### src/rtl/packed_signed_unpacker.sv
`default_nettype none
// ============================================================================
// Module      : packed_signed_unpacker
// Description : Splits signed packed {lo,hi} byte records into a lo-then-hi
//               nibble stream, keeping a running signed sum and record count.
// Revision    : 1.0 - initial release
// ============================================================================
module packed_signed_unpacker #(
    parameter int SUM_W = 16,
    parameter int CNT_W = 8
) (
    input  logic             clk,
    input  logic             rst,
    input  logic             in_valid,
    output logic             in_ready,
    input  logic [7:0]       in_data,
    input  logic             clr,
    output logic             out_valid,
    input  logic             out_ready,
    output logic [3:0]       out_nibble,
    output logic             out_first,
    output logic             out_last,
    output logic [SUM_W-1:0] out_rec,
    output logic [SUM_W-1:0] acc,
    output logic [CNT_W-1:0] count
);

    localparam logic [1:0] c_empty = 2'd0;
    localparam logic [1:0] c_lo    = 2'd1;
    localparam logic [1:0] c_hi    = 2'd2;

    logic [1:0]       r_state;
    logic [1:0]       w_state_nxt;
    logic [7:0]       r_buf;
    logic [SUM_W-1:0] r_acc;
    logic [CNT_W-1:0] r_count;
    logic             w_accept;
    logic             w_handshake;
    logic [SUM_W-1:0] w_in_sext;
    logic [SUM_W-1:0] w_buf_sext;

    // A zero-width replication is illegal, so the narrowest accumulator
    // takes the byte as-is.
    generate
        if (SUM_W > 8) begin : g_sext_wide
            assign w_in_sext  = {{(SUM_W-8){in_data[7]}}, in_data};
            assign w_buf_sext = {{(SUM_W-8){r_buf[7]}}, r_buf};
        end else begin : g_sext_narrow
            assign w_in_sext  = in_data;
            assign w_buf_sext = r_buf;
        end
    endgenerate

    // Accepting during the HI handshake keeps one record every two cycles.
    assign in_ready    = (r_state == c_empty) || ((r_state == c_hi) && out_ready);
    assign w_accept    = in_valid && in_ready;
    assign out_valid   = (r_state == c_lo) || (r_state == c_hi);
    assign w_handshake = out_valid && out_ready;

    always_comb begin
        w_state_nxt = r_state;
        case (r_state)
            c_empty: if (w_accept)    w_state_nxt = c_lo;
            c_lo:    if (w_handshake) w_state_nxt = c_hi;
            c_hi:    if (w_handshake) w_state_nxt = w_accept ? c_lo : c_empty;
            default:                  w_state_nxt = c_empty;
        endcase
    end

    always_ff @(posedge clk) begin
        if (rst) begin
            r_state <= c_empty;
            r_buf   <= 8'd0;
        end else begin
            r_state <= w_state_nxt;
            if (w_accept) begin
                r_buf <= in_data;
            end
        end
    end

    // A clear coinciding with an accept restarts the sum at that record.
    always_ff @(posedge clk) begin
        if (rst) begin
            r_acc   <= '0;
            r_count <= '0;
        end else if (clr) begin
            r_acc   <= w_accept ? w_in_sext : '0;
            r_count <= w_accept ? CNT_W'(1) : '0;
        end else if (w_accept) begin
            r_acc   <= r_acc + w_in_sext;
            r_count <= r_count + CNT_W'(1);
        end
    end

    always_comb begin
        out_nibble = 4'd0;
        out_first  = 1'b0;
        out_last   = 1'b0;
        case (r_state)
            c_lo: begin
                out_nibble = r_buf[7:4];
                out_first  = 1'b1;
            end
            c_hi: begin
                out_nibble = r_buf[3:0];
                out_last   = 1'b1;
            end
            default: begin
                out_nibble = 4'd0;
            end
        endcase
    end

    assign out_rec = w_buf_sext;
    assign acc     = r_acc;
    assign count   = r_count;

endmodule
`default_nettype wire

### config.mk
export PLATFORM = sky130hd
export DESIGN_NAME = packed_signed_unpacker
export DESIGN_NICKNAME = d
export VERILOG_FILES = /design/src/rtl/packed_signed_unpacker.sv
export SDC_FILE = /design/constraint.sdc
export NUM_CORES = 1
export LEC_CHECK = 0
export CAP_MARGIN = 20
export CORE_UTILIZATION = 44
export DETAILED_ROUTE_END_ITERATION = 16
export PLACE_DENSITY = 0.75
export SYNTH_ARGS = -nofsm -noshare
export SYNTH_HDL_FRONTEND = slang
export SYNTH_SLANG_ARGS = --single-unit
### constraint.sdc
create_clock -name clk -period 2.32 [get_ports clk]
set_clock_uncertainty 0.05 [all_clocks]
set_input_delay 0.464 -clock clk [delete_from_list [all_inputs] [get_ports clk]]
set_output_delay 0.464 -clock clk [all_outputs]
set_load 0.01 [all_outputs]
**After elaboration in Yosys (flattened, before gate mapping)**

Cells that the tools add are included.

- $add $sub $neg: 2
- Equality and inequality tests: 5
- Mux-type cells: 14
- Reduce and logical (&&, ||, !) cells: 8

Operator list:

| kind | count |
|---|---|
| $mux 16 | 3 |
| $add 16x16->16 | 1 |
| $mux 8 | 2 |
| $add 8x1->8 const B | 1 |
| $pmux 4 s2 | 1 |
| $mux 2 | 3 |
| $ne 2x2->1 const B | 3 |
| $pmux 2 s3 | 1 |
| $mux 1 | 4 |
| $logic_and 1x1->1 | 3 |
| $reduce_and 3->1 | 1 |
| $eq 2x1->1 const B | 1 |
| $eq 2x2->1 const B | 1 |
| $logic_not 2->1 | 1 |
| $logic_or 1x1->1 | 2 |
| $reduce_bool 2->1 | 1 |

- Bits in registers: 34
- Input port bits: 13

**Logic depth before layout (Yosys ltp)**

Gate-level depths: netlist of run 1.

- Depth in word-level cells: 7
- Mapped depth: 9

**Least setup slack after synthesis of run 1**

Ideal clock, no wire load.

- Path kind: input port to flip-flop
- Start: input in_data[7]
- End: register r_acc[11], in the netlist acc[11]
- Library setup time: 70 ps
- Data arrival time: 2245 ps
- Required time: 2200 ps
- Path slack: -45 ps
- Stages: 7
- Path buffers: 0
- Path through: ha_1 and4_4 a21o_1 a221o_1 o21ai_1 or4b_1 a21oi_1

- Word-level cells in the longest chain between the ends: 3

RTL lines:

| element | RTL line | text |
|---|---|---|
| start, declared | 16 | `input logic [7:0] in_data,` |
| $add 16x16->16 | 91 | `r_acc <= r_acc + w_in_sext;` |
| $mux 16 | 90 | `end else if (w_accept) begin` |
| $mux 16 (*) | 87 | `end else if (clr) begin` |
| end signal, assigned | 88 | `r_acc <= w_accept ? w_in_sext : '0;` |
| end signal, assigned | 91 |  |
| end, declared | 35 | `logic [SUM_W-1:0] r_acc;` |

Mark *: on every way between the ends. The rest lies on a longest branch, timed or not. The select of a mux whose other input is x is not followed.
A chain may end at the register's enable or synchronous reset.

**Worst setup path after layout of run 1**

- Start: input in_data[6]
- End: register r_acc[11], in the netlist acc[11]

- Word-level cells in the longest chain between the ends: 3

RTL lines:

| element | RTL line |
|---|---|
| $add 16x16->16 | 91 |
| $mux 16 | 90 |
| $mux 16 | 87 |

No other way between the ends. The select of a mux whose other input is x is not followed.

==> metrics.yaml, run 1 <==
outcome: "completed"
clock_buffers_created_by_tritoncts: 5
synth.top_cell.area_share_pct: 29.8
synth.ff_latch_count: 34
grt_overflow_total: 0
drv_cap: 0
drc: 0
synth_top_cells_by_area: "dfxtp_1, ha_1, a21oi_1"
worst_slack_ns: 0.0614
final_util_pct: 73.5
drive_above_1_share_pct: 22.4
total_switching_power_uw: 689
leakagePower_nw: 1.49
firstDrtPassIters: 4
gr-usage-all-layers_pct: 25.4
die_w_um: 74.0
power.ir.vdd_worst_uv: 356
post_synth_edffs: 0
post-synth-top-count-cell: "a21oi_1"
synthesis.area_per_instance_um2: 7.69
routedWlPerCell_um: 14.2
post_drt_via_cell_ratio: 5.45
hpwl_um: 4870
netlist-cell-type-count: 50
slew_headroom_pct: 74.9
setup_viol_count_final: 0
numClockSinks: 34
syn-num-nets: 331
intPower_mw: 1.33
crit_type: "in2reg"
fin_worst_hold_slack_ns: 0.428
warning_count_from_the_yosys_run: 0
floorplan.die_area_um2: 5480
clock_power_share_pct: 23.2
h-tree-depth: 2
critical_path_arrival_ns: 2.44
report.power.total_mw: 2.02
placed_cells: 455
num_rows: 25
min_period_over_period_pct: 97.4
total_number_of_vias: 2534
antenna_cells: 0
layoutNonFillerInstCount: 465
nets: 431
maximum_fanout_along_the_worst_path: 3
routed_wirelength_um: 6620
synth_top_area_cell: "dfxtp_1"
cts_buffer_depth: 2
number_of_hold_buffers_added_after_cts: 0
final_max_tran_viols: 0
cellPowerDensity_nw_per_um2: 567
die_h_um: 74.0
synthFlopType: "dfxtp_1"
p_comb_share_pct: 42.8
layout_min_cycle_time_ns: 2.26
synth_area_um2: 2280
num_io_pins: 61
yosysSeqAreaShare_pct: 29.8
power.share.switching_pct: 34.2
share_seq_of_total_power_pct: 34.0
drt-initial-drc-count: 166
portBuffers: 60
synthCells: 297
hold_path.class: "reg2reg"
hold_violation_count_in_the_final_report: 0
clockRootBuffer: "clkbuf_8"
slew_at_the_pin_closest_to_its_max_slew_limit_ns: 0.373
worst_setup_path_start_kind: "input port"
post_synth_most_frequent_cells: "a21oi_1, nand2_1, dfxtp_1"
fmaxAchievable_mhz: 443
core_um2: 4850
drt.antenna.violating_nets: 0
start_util_pct: 47.1
worstPathRequired_ns: 2.50
synthToLayoutAreaGrowth_pct: 56.0
timing.critical_path.to_type: "register"
number_of_antenna_violations_at_the_first_check_in_global_routing: 0
gp_congestion: 0.896
grt_max_degree: 24
vias_in_the_first_global_route: 2276
cts_tree: "built"
clk_latency_ns: 0.29
asyncSetResetFlopFracSynth_pct: 0
grt_first_pass_wirelength_um: 10700
pre_cts_ws_ns: -0.752
clk_transition_reported_paths_ns: 0.07
## layer usage
layer | up-vias | wire length, um | global-route usage (%) | part of all wire [%]
li1 | 1267 | - | - | -
met1 | 1208 | 3140 | 33.4 | 47
met2 | 48 | 3180 | 41.3 | 48
met3 | 11 | 205 | 6.23 | 3.1
met4 | 0 | 91 | 7.48 | 1.4
met5 | - | 0 | 0 | 0
## registers in the layout, summed over array words and instances, names as in the netlist
name	cells
r_state	2
count	8
acc	16
r_buf	8
## final timing paths
kind / from / endpoint / slack (ns) / cells after the start
setup / recovery: in_data[6] / acc[11] / 0.06 / 8
hold / removal: r_buf[2] / r_buf[2] / 0.43 / 2
setup reg to reg: acc[7] / acc[11] / 0.11 / 7
hold reg to reg: r_buf[2] / r_buf[2] / 0.43 / 2
## metrics by stage
step | instance area, um2 | setup TNS (ns)
global placement | 3300 | -5.05
finish | 3560 | 0
floorplan | 2320 | 0
global route | 3560 | -0.000841
CTS | 3510 | 0
detailed placement | 3300 | -5.40
## power by group through the flow
| stage | Combinational, mW | Sequential [mW] | Clock, mW |
|---|---|---|---|
| 2_1_floorplan | 0.410 | 0.707 | 0 |
| 3_3_place_gp | 0.777 | 0.689 | 0 |
| 3_5_place_dp | 0.792 | 0.691 | 0 |
| 4_1_cts | 0.841 | 0.681 | 0.477 |
| 5_1_grt | 0.940 | 0.691 | 0.507 |
| 6_report | 0.864 | 0.685 | 0.469 |
## placed cells by master (no fill, tap or decap), drive strengths merged, types with 5 or more instances in the layout
master	n
inv	7
ha	20
buf	52
nand3	5
clkbuf	8
a211oi	7
nor2b	5
xor2	5
nor3	6
a21oi	43
a21o	6
dlymetal6s2s	5
nand2	39
dfxtp	34
clkdlybuf4s50	50
nor2	27
o21ai	16
xnor2	7
## final cells by class
class	instances	area [um2]
Tap cell	67	83.8
Sequential cell	34	683
Clock buffer	7	86.3
Fill cell	373	1290
Inverter	7	26.3
Clock inverter	1	5.00
Multi-Input combinational cell	237	1650
Timing Repair Buffer	112	1030
## worst max-delay path: stages
cell,delay [ns]
dlygate4sd2_1,0.27
ha_4,0.26
and4_4,0.16
a21o_1,0.19
a221o_1,0.38
o21ai_1,0.12
or4b_1,0.44
a21oi_1,0.15
## timing repair
item | in CTS | in global routing
resized for setup | 31 | 14
setup endpoints to repair | 15 | 6
setup buffers | 2 | 0
pin swaps | 13 | 7
## cells by family (layout without fill, tap and decap cells)
kind of cell / count (synthesis) / count (layout) / share of synthesized area (%)
DFF: 34 / 34 / 29.8
xor gates and xnor gates: 12 / 12 / 4.60
buffers and inverters: 26 / 127 / 5.64
AOI/OAI and AO/OA: 95 / 95 / 25.0
adders and majority gates: 21 / 21 / 11.8
muxes: 2 / 2 / 0.877
and+or+nand+nor: 107 / 107 / 22.2
Note: power is estimated with default switching activity, not from simulation.
==> run 2: changes to the inputs <==
--- a/config.mk
+++ b/config.mk
@@ -9,6 +9,7 @@
 export CORE_UTILIZATION = 44
 export DETAILED_ROUTE_END_ITERATION = 16
 export PLACE_DENSITY = 0.75
+export SKIP_LAST_GASP = 1
 export SYNTH_ARGS = -nofsm -noshare
 export SYNTH_HDL_FRONTEND = slang
 export SYNTH_SLANG_ARGS = --single-unit
==> run 2 against run 1 <==
Compared with the run above:
- setup slack hardly changed
- clock power about the same
- critical path type unchanged
- register-to-register slack about the same
- combinational power shrank 0.6%
- critical path depth unchanged
- sequential power is essentially flat
- die area stayed put
- fmax about the same
- critical endpoint unchanged
- wire length is 0.24% lower
- sequential share of layout area is 0.088 points higher
- via count is essentially flat
- non-clock buffer count did not move
==> metrics.yaml, run 2 (same netlist as run 1, synthesis figures left out) <==
crit_type: "in2reg"
largest_register_ffs: 16
hold_path.class: "reg2reg"
drc: 0
die_h_um: 74.0
setup_viol_count_final: 0
num_io_pins: 61
final_max_tran_viols: 0
worst_setup_path_start_kind: "input port"
reg_to_reg_startpoint: "acc[7]"
maximum_fanout_along_the_worst_path: 3
drv_cap: 0
die_w_um: 74.0
outcome: "completed"
clockRootBuffer: "clkbuf_8"
gr-usage-all-layers_pct: 25.4
total_number_of_vias: 2536
leakagePower_nw: 1.49
synthToLayoutAreaGrowth_pct: 55.3
hp-start: "r_buf[5]"
min_period_over_period_pct: 97.3
grt_overflow_total: 0
routed_wirelength_um: 6610
grt_setup_unrepaired: "false"
critical-path-max-stage-delay_ns: 0.44
critical_path_arrival_ns: 2.44
slew_headroom_pct: 74.9
h-tree-depth: 2
number_of_hold_buffers_added_after_cts: 0
routedWlPerCell_um: 14.2
filler_cell_count: 374
hold_violation_count_in_the_final_report: 0
cts_buffer_depth: 2
crit_path_max_delay_cell_type: "or4b_1"
most_common_cell_after_layout_fill_and_taps_aside: "clkdlybuf4s50_1"
timing.critical_path.to_type: "register"
layoutNonFillerInstCount: 465
placed_cells: 455
worstPathRequired_ns: 2.50
mostFrequentLayoutCells: "clkdlybuf4s50_1, buf_4, a21oi_1, nand2_1, dfxtp_1"
hpwl_um: 4870
num_rows: 25
antenna_cells: 0
drive_above_1_share_pct: 22.4
post_drt_via_cell_ratio: 5.45
fmaxAchievable_mhz: 443
number_of_antenna_violations_at_the_first_check_in_global_routing: 0
cp-startpoint: "in_data[6]"
fin_worst_hold_slack_ns: 0.430
grt_first_pass_wirelength_um: 10700
grt_max_degree: 24
start_util_pct: 47.1
cellPowerDensity_nw_per_um2: 567
drt.antenna.violating_nets: 0
final_util_pct: 73.1
layout_min_cycle_time_ns: 2.26
slew_at_the_pin_closest_to_its_max_slew_limit_ns: 0.373
nets: 431
cts_tree: "built"
vias_in_the_first_global_route: 2277
numClockSinks: 34
critical_path.cell_chain: "dlygate4sd2_1 -> ha_4 -> and4_4 -> a21o_1 -> a221o_1 -> o21ai_1 -> or4b_1 -> a21oi_1"
core_um2: 4850
gp_congestion: 0.896
power.ir.vdd_worst_uv: 356
clk_transition_reported_paths_ns: 0.07
firstDrtPassIters: 4
drt-initial-drc-count: 164
portBuffers: 60
clk_latency_ns: 0.30
clock_buffers_created_by_tritoncts: 5
floorplan.die_area_um2: 5480
[run 2: cell types whose count changed in the layout (fill, tap and decap cells not counted)]
cell           before  now
a21oi_1            41   40
a21oi_2             2    3
clkbuf_2            1    2
dlygate4sd2_1       4    3
ha_1                8    9
ha_4               10    9
o21ai_1             4    5
o21ai_2             2    1
[run 2: cell type report]
cell class,count,area (um2),area share [%]
multi-input combinational,237,1640,46.2
sequential,34,683,19.3
clock inverter,1,5.00,0.141
inverter,7,26.3,0.741
tap,67,83.8,2.36
clock buffer,7,86.3,2.43
timing repair buffer,112,1020,28.8
[run 2: worst max-delay path, delay by kind of cell]
kind            cells  cell delay, ns
buf+inv             1            0.27
compound gates      4            0.84
simple gates        2            0.60
fa+ha+maj           1            0.26
[run 2: per-stage QoR]
| stage | setup slack (ns) | setup TNS (ns) | area [um2] | power [mW] |
|---|---|---|---|---|
| detailed placement | -0.752 | -5.40 | 3300 | 1.48 |
| CTS | -0.000270 | -0.000270 | 3510 | 2.00 |
| global placement | -0.645 | -5.05 | 3300 | 1.47 |
| global route | 0.00258 | 0 | 3550 | 2.13 |
| floorplan | 0.0309 | 0 | 2320 | 1.12 |
| finish | 0.0615 | 0 | 3550 | 2.01 |
[run 2: worst paths after layout]
check                           endpoint  slack [ns]  cells past startpoint
worst max-delay path             acc[11]        0.06                      8
worst min-delay path            r_buf[5]        0.43                      2
worst max register to register   acc[11]        0.11                      7
worst min register to register  r_buf[5]        0.43                      2
[run 2: report_power, final]
part	total [mW]	leakage, nW	switching (mW)	internal, mW
registers	0.685	0.279	0.0503	0.634
logic	0.859	1.16	0.407	0.452
clock network	0.469	0.0482	0.229	0.240
[run 2: timing repair]
| action | CTS | global route |
|---|---|---|
| resized for setup | 30 | 15 |
| gates cloned | 0 | 0 |
| setup buffers | 2 | 0 |
| endpoints found under the setup margin | 15 | 9 |
| pin swaps | 13 | 8 |
[run 2: layer usage]
metal / wire, um / vias up / track usage (%)
li1: - / 1264 / -
met1: 3010 / 1199 / 33.4
met2: 3230 / 63 / 41.3
met3: 277 / 10 / 6.23
met4: 88 / 0 / 7.48
met5: 0 / - / 0
==> run 3: changes to the inputs <==
--- a/config.mk
+++ b/config.mk
@@ -8,6 +8,7 @@
 export CAP_MARGIN = 20
 export CORE_UTILIZATION = 44
 export DETAILED_ROUTE_END_ITERATION = 16
+export MAX_ROUTING_LAYER = met4
 export PLACE_DENSITY = 0.75
 export SKIP_LAST_GASP = 1
 export SYNTH_ARGS = -nofsm -noshare
==> run 3 against run 2 <==
Compared with the run above:
- clock-buffer cell count down 2
- fmax shrank 1.0%
- sequential share of layout area down 0.30 points
- critical endpoint unchanged
- largest cell class unchanged
- highest routed layer unchanged
==> metrics.yaml, run 3 (same netlist as run 1, synthesis figures left out) <==
worst_setup_path_start_kind: "input port"
timing.critical_path.to_type: "register"
hpwl_um: 4950
grt_overflow_total: 0
grt_max_degree: 24
h-tree-depth: 2
drive_above_1_share_pct: 22.9
placed_inst_area_um2: 3300
area_occupied_by_multi_input_gates_um2: 1650
start_util_pct: 47.1
hold_violation_count_in_the_final_report: 0
slew_at_the_pin_closest_to_its_max_slew_limit_ns: 0.393
worst_case_hold_path_end_point: "r_buf[2]"
filler_cell_count: 369
mostFrequentLayoutCells: "clkdlybuf4s50_1, buf_4, nand2_1, a21oi_1, dfxtp_1"
setup_total_negative_slack_ns: 0
drt.antenna.violating_nets: 0
drt-initial-drc-count: 171
power.ir.vdd_worst_uv: 359
core_um2: 4850
nets: 431
clk_transition_reported_paths_ns: 0.08
outcome: "completed"
die_w_um: 74.0
grt_setup_unrepaired: "true"
hold_path.class: "reg2reg"
firstDrtPassIters: 4
min_period_over_period_pct: 98.4
portBuffers: 60
synthToLayoutAreaGrowth_pct: 58.3
slew_headroom_pct: 73.6
postLayoutCellArea_um2: 3610
total_number_of_vias: 2555
clk_latency_ns: 0.29
grt_first_pass_wirelength_um: 10700
final_max_tran_viols: 0
floorplan.die_area_um2: 5480
drv_cap: 0
p_comb_share_pct: 38.8
fmaxAchievable_mhz: 438
routed_wirelength_um: 6910
share_seq_of_total_power_pct: 31.0
numClockSinks: 34
number_of_antenna_violations_at_the_first_check_in_global_routing: 0
reg2reg_to: "acc[11]"
vias_in_the_first_global_route: 2381
num_io_pins: 61
gp_congestion: 0.913
cts_buffer_depth: 2
intPower_mw: 1.51
maximum_fanout_along_the_worst_path: 4
clock_buffers_created_by_tritoncts: 5
gr-usage-all-layers_pct: 26.3
total_switching_power_uw: 706
power.share.switching_pct: 31.8
largest_register_ffs: 16
die_h_um: 74.0
crit_type: "in2reg"
layout_min_cycle_time_ns: 2.28
final_util_pct: 74.6
reg2reg_setup_slack_ns: 0.15
worstRegToRegCells: 7
hp-start: "r_buf[2]"
post_drt_via_cell_ratio: 5.49
worst_hold_path.num_cells: 2
clock_power_share_pct: 30.1
setup_viol_count_final: 0
drc: 0
reg_to_reg_startpoint: "acc[9]"
cts_tree: "built"
routedWlPerCell_um: 14.9
footprint_of_the_flip_flops_and_latches_um2: 686
cellPowerDensity_nw_per_um2: 613
num_rows: 25
critical_path_arrival_ns: 2.46
clockRootBuffer: "clkbuf_8"
antenna_cells: 0
leakagePower_nw: 1.53
worstPathRequired_ns: 2.50
-- run 3: changes by cell type in the layout (fill, tap and decap cells not counted), sizes merged --
cell           before  now
dlymetal6s2s        5    7
clkdlybuf4s15       0    1
clkinvlp            0    1
clkbuf              9    5
inv                 7    6
bufinv              0    2
clkdlybuf4s50      50   49
-- run 3: layout make-up --
cell class,instances,share of cell area (%)
multi-input cells,237,45.7
repair buffers,112,28.3
flip-flops and latches,34,19.0
well taps,67,2.32
clock buffers,5,1.90
clock inverters,3,1.90
inverters,7,0.831
-- run 3: per-stage QoR --
stage / power [mW] / instances / hold slack (ns) / worst slack, ns
floorplan: 1.12 / 297 / 0.429 / 0.0309
global placement: 1.46 / 456 / 0.408 / -0.643
detailed placement: 1.48 / 456 / 0.418 / -0.692
CTS: 2.20 / 465 / 0.428 / 0.000407
global route: 2.33 / 465 / 0.455 / -0.0124
finish: 2.22 / 465 / 0.429 / 0.0379
-- run 3: worst max path at each step --
stage / startpoint / endpoint / slack [ns] / cells after the start
after global placement: in_data[7] / acc[13] / -0.64 / 9
after floorplan: in_data[0] / acc[14] / 0.03 / 8
after detailed placement: in_data[7] / acc[13] / -0.69 / 9
after global routing: in_data[1] / acc[11] / -0.01 / 9
after CTS: r_state[0] / out_nibble[0] / 0.0004 / 4
final: in_data[1] / acc[11] / 0.04 / 9
-- run 3: power groups by stage --
stage	combinational (mW)	clock, mW	sequential (mW)
floorplan	0.410	0	0.707
global placement	0.771	0	0.689
detailed placement	0.788	0	0.692
CTS	0.837	0.677	0.683
global route	0.932	0.709	0.694
finish	0.861	0.668	0.688
-- run 3: what timing repair did --
action,in CTS,in global routing
resized for setup,32,17
endpoints found under the setup margin,16,10
pin swaps,12,10
buffers inserted,1,0
hold buffers,0,0
endpoints found under the hold margin,0,0
-- run 3: worst max-delay path, cell delays in order --
cell	delay (ns)
dlygate4sd2_1	0.29
ha_1	0.35
a211oi_2	0.09
buf_4	0.14
o21a_1	0.20
nor3_4	0.22
nor3_1	0.06
or4b_1	0.49
a21oi_1	0.15
-- run 3: routing by layer --
metal | GRT usage [%] | part of all wire, %
met5 | - | 0
met4 | 8.33 | 1.5
met3 | 5.01 | 3.4
met2 | 45.2 | 51
met1 | 30.8 | 44
